**config.mk**
```make
export PLATFORM = sky130hd
export DESIGN_NAME = ui_control_flat
export DESIGN_NICKNAME = d
export VERILOG_FILES = /design/src/rtl/ui_control_if.sv /design/src/rtl/ui_control.sv /design/src/flat_wrapper.sv
export SDC_FILE = /design/constraint.sdc
export NUM_CORES = 1
export LEC_CHECK = 0
export ABC_AREA = 0
export BUFFER_PORTS_ARGS = -buffer_cell sky130_fd_sc_hd__clkbuf_2
export CAP_MARGIN = 15
export CORE_MARGIN = 2
export CORE_UTILIZATION = 45
export DETAILED_ROUTE_END_ITERATION = 12
export PLACE_DENSITY = 0.72
export SLEW_MARGIN = 20
export SYNTH_ARGS = -nofsm -noshare
export SYNTH_HDL_FRONTEND = slang
export SYNTH_SLANG_ARGS = --single-unit
```
**constraint.sdc**
```tcl
create_clock -name clk -period 1.9 [get_ports clk]
set_clock_uncertainty 0.1 [all_clocks]
set_input_delay 0.19 -clock clk [delete_from_list [all_inputs] [get_ports clk]]
set_output_delay 0.19 -clock clk [all_outputs]
set_load 0.05 [all_outputs]
```
**src/rtl/ui_control_if.sv**
```systemverilog
// ui_control_if: bundles the button inputs, draw-complete pulse and the
// strobe/status outputs of ui_control.
// Ports: master = stimulus side (drives buttons and i_draw_done), slave = ui_control.
interface ui_control_if;
  logic       i_btn_setX;
  logic       i_btn_setY;
  logic       i_btn_setCol;
  logic       i_btn_go;
  logic       i_draw_done;
  logic       o_setX;
  logic       o_setY;
  logic       o_setCol;
  logic       o_start;
  logic       o_done;
  logic       o_busy;
  logic [7:0] o_lines;

  modport master (
    output i_btn_setX, i_btn_setY, i_btn_setCol, i_btn_go, i_draw_done,
    input  o_setX, o_setY, o_setCol, o_start, o_done, o_busy, o_lines
  );

  modport slave (
    input  i_btn_setX, i_btn_setY, i_btn_setCol, i_btn_go, i_draw_done,
    output o_setX, o_setY, o_setCol, o_start, o_done, o_busy, o_lines
  );
endinterface

```
**src/rtl/ui_control.sv**
```systemverilog
// ui_control: synchronizes four async push buttons, turns presses into one-cycle
// load strobes, and sequences a line draw (IDLE -> START -> WAIT -> COMMIT).
// Ports: clk, reset (async active-low), ui (slave: buttons/draw_done in; strobes, busy, line count out).
module ui_control #(
  parameter int SYNC_STAGES = 2  // must be >= 2
) (
  input logic       clk,
  input logic       reset,
  ui_control_if.slave ui
);

  localparam logic [1:0] IDLE   = 2'd0;
  localparam logic [1:0] START  = 2'd1;
  localparam logic [1:0] WAIT   = 2'd2;
  localparam logic [1:0] COMMIT = 2'd3;

  // Button vector bit order: [3]=go, [2]=setCol, [1]=setY, [0]=setX
  logic [3:0]                   btn_raw;
  logic [SYNC_STAGES-1:0][3:0] sync_q;
  logic [3:0]                   hist_q;
  logic [3:0]                   btn_sync;
  logic [3:0]                   btn_rise;

  logic [1:0] state_q;
  logic [1:0] state_d;
  logic [2:0] set_q;
  logic [7:0] lines_q;

  assign btn_raw  = {ui.i_btn_go, ui.i_btn_setCol, ui.i_btn_setY, ui.i_btn_setX};
  assign btn_sync = sync_q[SYNC_STAGES-1];
  // History always tracks the synchronized level, so an edge seen while busy
  // is consumed rather than replayed once the FSM returns to IDLE.
  assign btn_rise = btn_sync & ~hist_q;

  always_ff @(posedge clk or negedge reset) begin
    if (!reset) begin
      sync_q <= '0;
      hist_q <= '0;
    end else begin
      sync_q <= {sync_q[SYNC_STAGES-2:0], btn_raw};
      hist_q <= btn_sync;
    end
  end

  always_comb begin
    state_d = state_q;
    case (state_q)
      IDLE:    if (btn_rise[3]) state_d = START;
      START:   state_d = WAIT;
      WAIT:    if (ui.i_draw_done) state_d = COMMIT;
      COMMIT:  state_d = IDLE;
      default: state_d = IDLE;
    endcase
  end

  always_ff @(posedge clk or negedge reset) begin
    if (!reset) begin
      state_q <= IDLE;
      set_q   <= '0;
      lines_q <= '0;
    end else begin
      state_q <= state_d;
      // Set strobes only fire from IDLE; a go edge in the same cycle does not suppress them.
      set_q   <= (state_q == IDLE) ? btn_rise[2:0] : 3'b000;
      // Count on the edge that enters COMMIT; natural 8-bit wrap.
      if (state_q == WAIT && ui.i_draw_done) begin
        lines_q <= lines_q + 8'd1;
      end
    end
  end

  assign ui.o_setX   = set_q[0];
  assign ui.o_setY   = set_q[1];
  assign ui.o_setCol = set_q[2];
  assign ui.o_start  = (state_q == START);
  assign ui.o_done   = (state_q == COMMIT);
  assign ui.o_busy   = (state_q != IDLE);
  assign ui.o_lines  = lines_q;

endmodule
```
**src/flat_wrapper.sv**
```systemverilog
// flat-port wrapper written by rule: the top's interface ports become plain ports
module ui_control_flat 
#(
  parameter int SYNC_STAGES = 2                 
)
  (clk, reset, ui_i_btn_setX, ui_i_btn_setY, ui_i_btn_setCol, ui_i_btn_go, ui_i_draw_done, ui_o_setX, ui_o_setY, ui_o_setCol, ui_o_start, ui_o_done, ui_o_busy, ui_o_lines);
  ui_control_if ui_i ();
  input logic clk;
  input logic reset;
  input wire logic [$bits(ui_i.i_btn_setX)-1:0] ui_i_btn_setX;
  input wire logic [$bits(ui_i.i_btn_setY)-1:0] ui_i_btn_setY;
  input wire logic [$bits(ui_i.i_btn_setCol)-1:0] ui_i_btn_setCol;
  input wire logic [$bits(ui_i.i_btn_go)-1:0] ui_i_btn_go;
  input wire logic [$bits(ui_i.i_draw_done)-1:0] ui_i_draw_done;
  output wire logic [$bits(ui_i.o_setX)-1:0] ui_o_setX;
  output wire logic [$bits(ui_i.o_setY)-1:0] ui_o_setY;
  output wire logic [$bits(ui_i.o_setCol)-1:0] ui_o_setCol;
  output wire logic [$bits(ui_i.o_start)-1:0] ui_o_start;
  output wire logic [$bits(ui_i.o_done)-1:0] ui_o_done;
  output wire logic [$bits(ui_i.o_busy)-1:0] ui_o_busy;
  output wire logic [$bits(ui_i.o_lines)-1:0] ui_o_lines;
  assign ui_i.i_btn_setX = ui_i_btn_setX;
  assign ui_i.i_btn_setY = ui_i_btn_setY;
  assign ui_i.i_btn_setCol = ui_i_btn_setCol;
  assign ui_i.i_btn_go = ui_i_btn_go;
  assign ui_i.i_draw_done = ui_i_draw_done;
  assign ui_o_setX = ui_i.o_setX;
  assign ui_o_setY = ui_i.o_setY;
  assign ui_o_setCol = ui_i.o_setCol;
  assign ui_o_start = ui_i.o_start;
  assign ui_o_done = ui_i.o_done;
  assign ui_o_busy = ui_i.o_busy;
  assign ui_o_lines = ui_i.o_lines;
  ui_control #(.SYNC_STAGES(SYNC_STAGES)) u_core (.clk(clk), .reset(reset), .ui(ui_i));
endmodule
```
==> metrics, run 1 <==
sequential element share of the synthesized area 68.1%; clk_lat worst skew 0.29 ns; syn_nets 77; clk sinks 25; worst r2r src u_core.state_q[0]$_DFFE_PN0P_; main area contributors after synthesis dfrtp_1, ha_1, xnor2_1; min-delay worst type primary input to flop; worst-path maximum fanout 4; XOR/XNOR Fraction of Synth Area 6.68%; WHS 0.108 ns; Routed WL per cell 10.9 um; Ports 21; Die Ht 49.2 um; starting density of the core 47.3%; Iteration-0 DRC Markers 5; commonest non-fill, non-tap cells in the layout dfrtp_1, clkbuf_2, nand2_1, ha_1; grt ovf 0; vias in the first global route 547; RSZ-0062 raised after global routing false; status finished, final reports clean; Inserted Clock Buffers 3; yosys warns 0; final hold viol count 0; worst vdd ir 0.849 mV; area leader, netlist dfrtp_1; Pleak 0.568 nW; required time of the critical path 1.61 ns; WS Path Type flop to output port; Tot Pwr 0.00172 W; crit end category output port; first-pass GRT wire length 2350 um; NumNets Final 107; Buffers on Ports 20; Max Cap Viol 0; chip width 49.2 um; Clock H-tree levels 1; Gate Count Post-Synth 64; DRC viols 0; clock tree buffer depth 2; core area 1940 um2; max-slew violations 0; Slew HR 60.0%; gp weighted congestion 0.749; simple-gate share of the synthesized area 11.0%; share of synthesized cell area in full adder, half adder and majority cells 8.17%; #FFs+latches synth 25; layout cells sized above 1 29.0%; vias 535; Routed Antenna Nets 0; synthesis-to-finish area growth 22.9%; main combinational cell family by area after synthesis simple AND/OR/NAND/NOR gates; initial antenna violation count 0; commonest non-fill, non-tap cell in the layout dfrtp_1; Unique masters post-synth 20; Routed WL 1300 um; CP startpoint u_core.state_q[0]$_DFFE_PN0P_; Total Neg Setup Slack 0 ns; post-route minimum period 1.73 ns; fin crit share 91.2%; Least-Margin Pin Slew 0.599 ns; crit start category flop; row count 16; hold_sp ui_i_draw_done; mux cell area share after synthesis 2.86%; DIE AREA 2420 um2; Arrival @ worst endpoint 1.44 ns; CTS tree done; CTS clk-pin slew, worst paths 0.12 ns; post-DP HPWL 962 um; Synth Cell Area 918 um2; Mean Syn Cell Area 14.3 um2; Power Dens Cells 1520 nW/um2; Total GRT Usage 12.5%; drt pass-1 iters 4; Compound-Gate Fraction of Synth Area 1.91%; Synth top area share 68.1%; via density per instance 4.46; Final Setup Violations 0; post-CTS resize count 0; clk root buf clkbuf_4; largest net degree at the start of global routing 26; n_diodes 0; # Post-CTS Setup Buffers 0; f_max 0.577 GHz
-- cell families after synthesis --
family / Yosys count
compound gates: 2
xor+xnor: 7
fa+ha+maj: 6
buf+inv: 3
flops: 25
mux: 2
simple gates: 19
-- worst max-delay path, stage by stage (launching register included) --
cell,delay [ns]
dfrtp_1,0.42
inv_1,0.10
ha_1,0.27
inv_2,0.08
clkbuf_2,0.27
-- routing by layer --
metal  vias up  share of wire, %  wire length [um]  GRT usage [%]
met3         0               4.4                57           3.07
met2        13                50               656           23.0
li1        267                 -                 -              -
met1       255                45               588           15.1
met4         0                 0                 0           1.43
met5         -                 0                 0              0
-- report_power, final --
part	internal, W	switching [W]
Clock	0.0000815	0.000137
Combinational	0.000233	0.000541
Sequential	0.000633	0.0000922
Total	0.000948	0.000770
-- synth_stat cells --
library cell / n
nor3_2: 1
nand3_1: 1
mux2_1: 1
nand4_1: 1
xor2_1: 2
inv_2: 1
a21oi_2: 1
xnor2_1: 5
nor3b_1: 2
inv_1: 2
nand2_1: 7
ha_1: 6
dfrtp_1: 25
mux2_4: 1
nand2b_1: 1
and3_1: 1
and4_1: 1
nor2_1: 3
a2bb2oi_1: 1
nor2b_1: 1
-- repair_timing --
action                                 4_1_cts  5_1_grt
setup endpoints to repair                    0        0
hold buffers                                 5        0
endpoints found under the hold margin       29        0
-- sequential cells by signal (all words and copies together) (netlist names) --
name / flops
u_core.ui.o_lines: 8
u_core.btn_sync: 4
u_core.hist_q: 4
u_core.sync_q: 4
u_core.set_q: 3
u_core.state_q: 2
-- metrics by stage --
stage	instances	util [%]	area [um2]	worst slack, ns
final	120	58.1	1130	0.167
after CTS	120	58.1	1130	0.149
after global routing	120	58.1	1130	0.0426
after detailed placement	111	54.2	1050	0.338
after floorplan	64	-	918	0.430
after global placement	111	54.2	1050	0.399
-- final timing paths --
| kind | endpoint | slack (ns) | cells after the start |
|---|---|---|---|
| min in group asynchronous | u_core.hist_q[0]$_DFF_PN0_ | 0.32 | 2 |
| max | ui_o_busy | 0.17 | 4 |
| max in group asynchronous | u_core.sync_q[0]$_DFF_PN0_ | 0.98 | 2 |
| min reg2reg | u_core.btn_sync[0]$_DFF_PN0_ | 0.26 | 0 |
| max reg2reg | u_core.state_q[1]$_DFFE_PN0P_ | 0.32 | 5 |
| min | u_core.ui.o_lines[0]$_DFFE_PN0P_ | 0.11 | 3 |
-- area by class of cell --
cell class | instances | area (um2)
Multi-Input combinational cell | 36 | 282
Tap cell | 27 | 33.8
Sequential cell | 25 | 626
Clock buffer | 4 | 26.3
Timing Repair Buffer | 25 | 150
Inverter | 3 | 11.3
Fill cell | 170 | 813
Note: power is estimated with default switching activity, not from simulation.
==> inputs of run 2 (changes only) <==
--- a/config.mk
+++ b/config.mk
@@ -11,6 +11,8 @@
 export CORE_MARGIN = 2
 export CORE_UTILIZATION = 45
 export DETAILED_ROUTE_END_ITERATION = 12
+export HOLD_SLACK_MARGIN = 0.15
+export MAX_ROUTING_LAYER = met4
 export PLACE_DENSITY = 0.72
 export SLEW_MARGIN = 20
 export SYNTH_ARGS = -nofsm -noshare
==> constraint.sdc (replaced) <==
create_clock -name clk -period 1.9 [get_ports clk]
set_clock_uncertainty 0.1 [all_clocks]
set_input_delay 0.19 -clock clk [delete_from_list [all_inputs] [get_ports clk]]
set_output_delay 0.19 -clock clk [all_outputs]
set_load 0.02 [all_outputs]
==> metrics, run 2 (synthesis gave the netlist of run 1 again) <==
required time of the critical path 1.61 ns (about the same); CTS tree done; commonest non-fill, non-tap cells in the layout dfrtp_1, clkbuf_2, nand2_1, ha_1, dlygate4sd3_1; DIE AREA 2420 um2 (unchanged); delay of the slowest cell on the worst path 0.42 ns (about the same); largest net degree at the start of global routing 26 (unchanged); # Post-CTS Setup Buffers 0 (unchanged); starting density of the core 47.3% (unchanged); commonest non-fill, non-tap cell in the layout dfrtp_1; Largest register FFs 8 (unchanged); Buffers on Ports 20 (unchanged); chip width 49.2 um (unchanged); Storage cell area 626 um2 (unchanged); CP max-delay cell dfrtp_1; synthesis-to-finish area growth 24.0%; DRC viols 0 (unchanged); worst-path maximum fanout 4 (unchanged); Power Dens Cells 1310 nW/um2 (-14%); crit end category output port; Routed WL per cell 10.7 um (-1.1%); Pleak 0.572 nW (+0.74%); Max Cap Viol 0 (unchanged); Iteration-0 DRC Markers 4 (-1); Final Setup Violations 0 (unchanged); Least-Margin Pin Slew 0.600 ns (+0.000931 ns); core area 1940 um2 (unchanged); Final Core Density 58.6% (+0.52 points); Cell Chain, Critical Path inv_1, ha_1, inv_2, clkbuf_2; NumNets Final 108 (+0.93%); Ports 21 (unchanged); layout cells sized above 1 28.7% (-0.31 points); min-delay worst type flop to flop; post-route minimum period 1.62 ns (-0.110 ns); WS Path Type flop to output port; Inserted Clock Buffers 3 (unchanged); Slew HR 60.0% (-0.062 points); Die Ht 49.2 um (unchanged); via density per instance 4.46 (+0.10%); crit start category flop; final hold viol count 0 (unchanged); clk root buf clkbuf_4; clock tree buffer depth 2 (unchanged); fin crit share 85.4% (-5.8 points); RSZ-0062 raised after global routing false; first-pass GRT wire length 2350 um (-0.26%); f_max 0.616 GHz (+6.8%); Routed Antenna Nets 0 (unchanged); CTS clk-pin slew, worst paths 0.12 ns (about the same); post-CTS resize count 0 (unchanged); row count 16 (unchanged); grt ovf 0 (unchanged); vias in the first global route 546 (-0.18%); post-DP HPWL 962 um (unchanged); Multi-input gate area 282 um2 (unchanged); worst vdd ir 0.833 mV (-2.0%); layout filler cell count 170 (unchanged); clk sinks 25 (unchanged); max-slew violations 0 (unchanged); Total Neg Setup Slack 0 ns (unchanged); Routed WL 1300 um (-0.23%); n_diodes 0 (unchanged); Total GRT Usage 12.8% (+0.29 points); status finished, final reports clean; gp weighted congestion 0.759 (+1.3%); Arrival @ worst endpoint 1.33 ns (-0.11 ns); clk_lat worst skew 0.29 ns (about the same); Clock H-tree levels 1 (unchanged); initial antenna violation count 0 (unchanged); drt pass-1 iters 4 (unchanged); vias 540 (+0.93%)
-- run 2: per-layer routing --
layer | part of all wire (%) | GRT usage, % | wire length (um) | vias up
li1 | - | - | - | 269
met4 | 0.62 | 1.43 | 8 | 0
met1 | 46 | 15.1 | 592 | 256
met2 | 50 | 22.7 | 646 | 13
met3 | 3.9 | 3.07 | 51 | 2
met5 | 0 | - | 0 | -
-- run 2: worst paths after layout --
path | from | end | depth (start not counted) | slack, ns
max | u_core.state_q[0]$_DFFE_PN0P_ | ui_o_busy | 4 | 0.28
min | u_core.sync_q[0]$_DFF_PN0_ | u_core.btn_sync[0]$_DFF_PN0_ | 0 | 0.26
max reg2reg | u_core.state_q[0]$_DFFE_PN0P_ | u_core.state_q[1]$_DFFE_PN0P_ | 5 | 0.32
min reg2reg | u_core.sync_q[0]$_DFF_PN0_ | u_core.btn_sync[0]$_DFF_PN0_ | 0 | 0.26
max in group asynchronous | reset | u_core.sync_q[0]$_DFF_PN0_ | 2 | 0.98
min in group asynchronous | reset | u_core.hist_q[0]$_DFF_PN0_ | 2 | 0.33
-- run 2: layout make-up --
type / count / share of cell area (%)
clock buffer: 4 / 2.31
inverter: 3 / 0.989
timing repair buffer: 26 / 14.1
sequential: 25 / 54.9
multi-input combinational: 36 / 24.7
tap: 27 / 2.97
-- run 2: worst max-delay path, delay by kind of cell (launching register included) --
family                   cells  cell delay (ns)
buffers and inverters        3             0.34
flip-flops                   1             0.42
adder cells (fa/ha/maj)      1             0.27
-- run 2: per-stage QoR --
| stage | cell area [um2] | total power, W | setup WS (ns) | instances | hold slack [ns] |
|---|---|---|---|---|---|
| after detailed placement | 1050 | 0.00129 | 0.338 | 111 | 0.126 |
| after floorplan | 918 | 0.00112 | 0.430 | 64 | -0.206 |
| final | 1140 | 0.00150 | 0.277 | 121 | 0.262 |
| after global placement | 1050 | 0.00127 | 0.399 | 111 | 0.118 |
| after CTS | 1140 | 0.00152 | 0.258 | 121 | 0.264 |
| after global routing | 1140 | 0.00160 | 0.151 | 121 | 0.274 |
-- run 2: report_power, final --
group / switching, W / leakage [nW] / internal (W)
logic: 0.000317 / 0.249 / 0.000235
clock network: 0.000137 / 0.0150 / 0.0000815
registers: 0.0000915 / 0.308 / 0.000633
total: 0.000546 / 0.572 / 0.000950
-- run 2: repair_timing --
action / in CTS / in global routing
endpoints found under the hold margin: 30 / 0
setup endpoints to repair: 0 / 0
hold buffers: 6 / 0
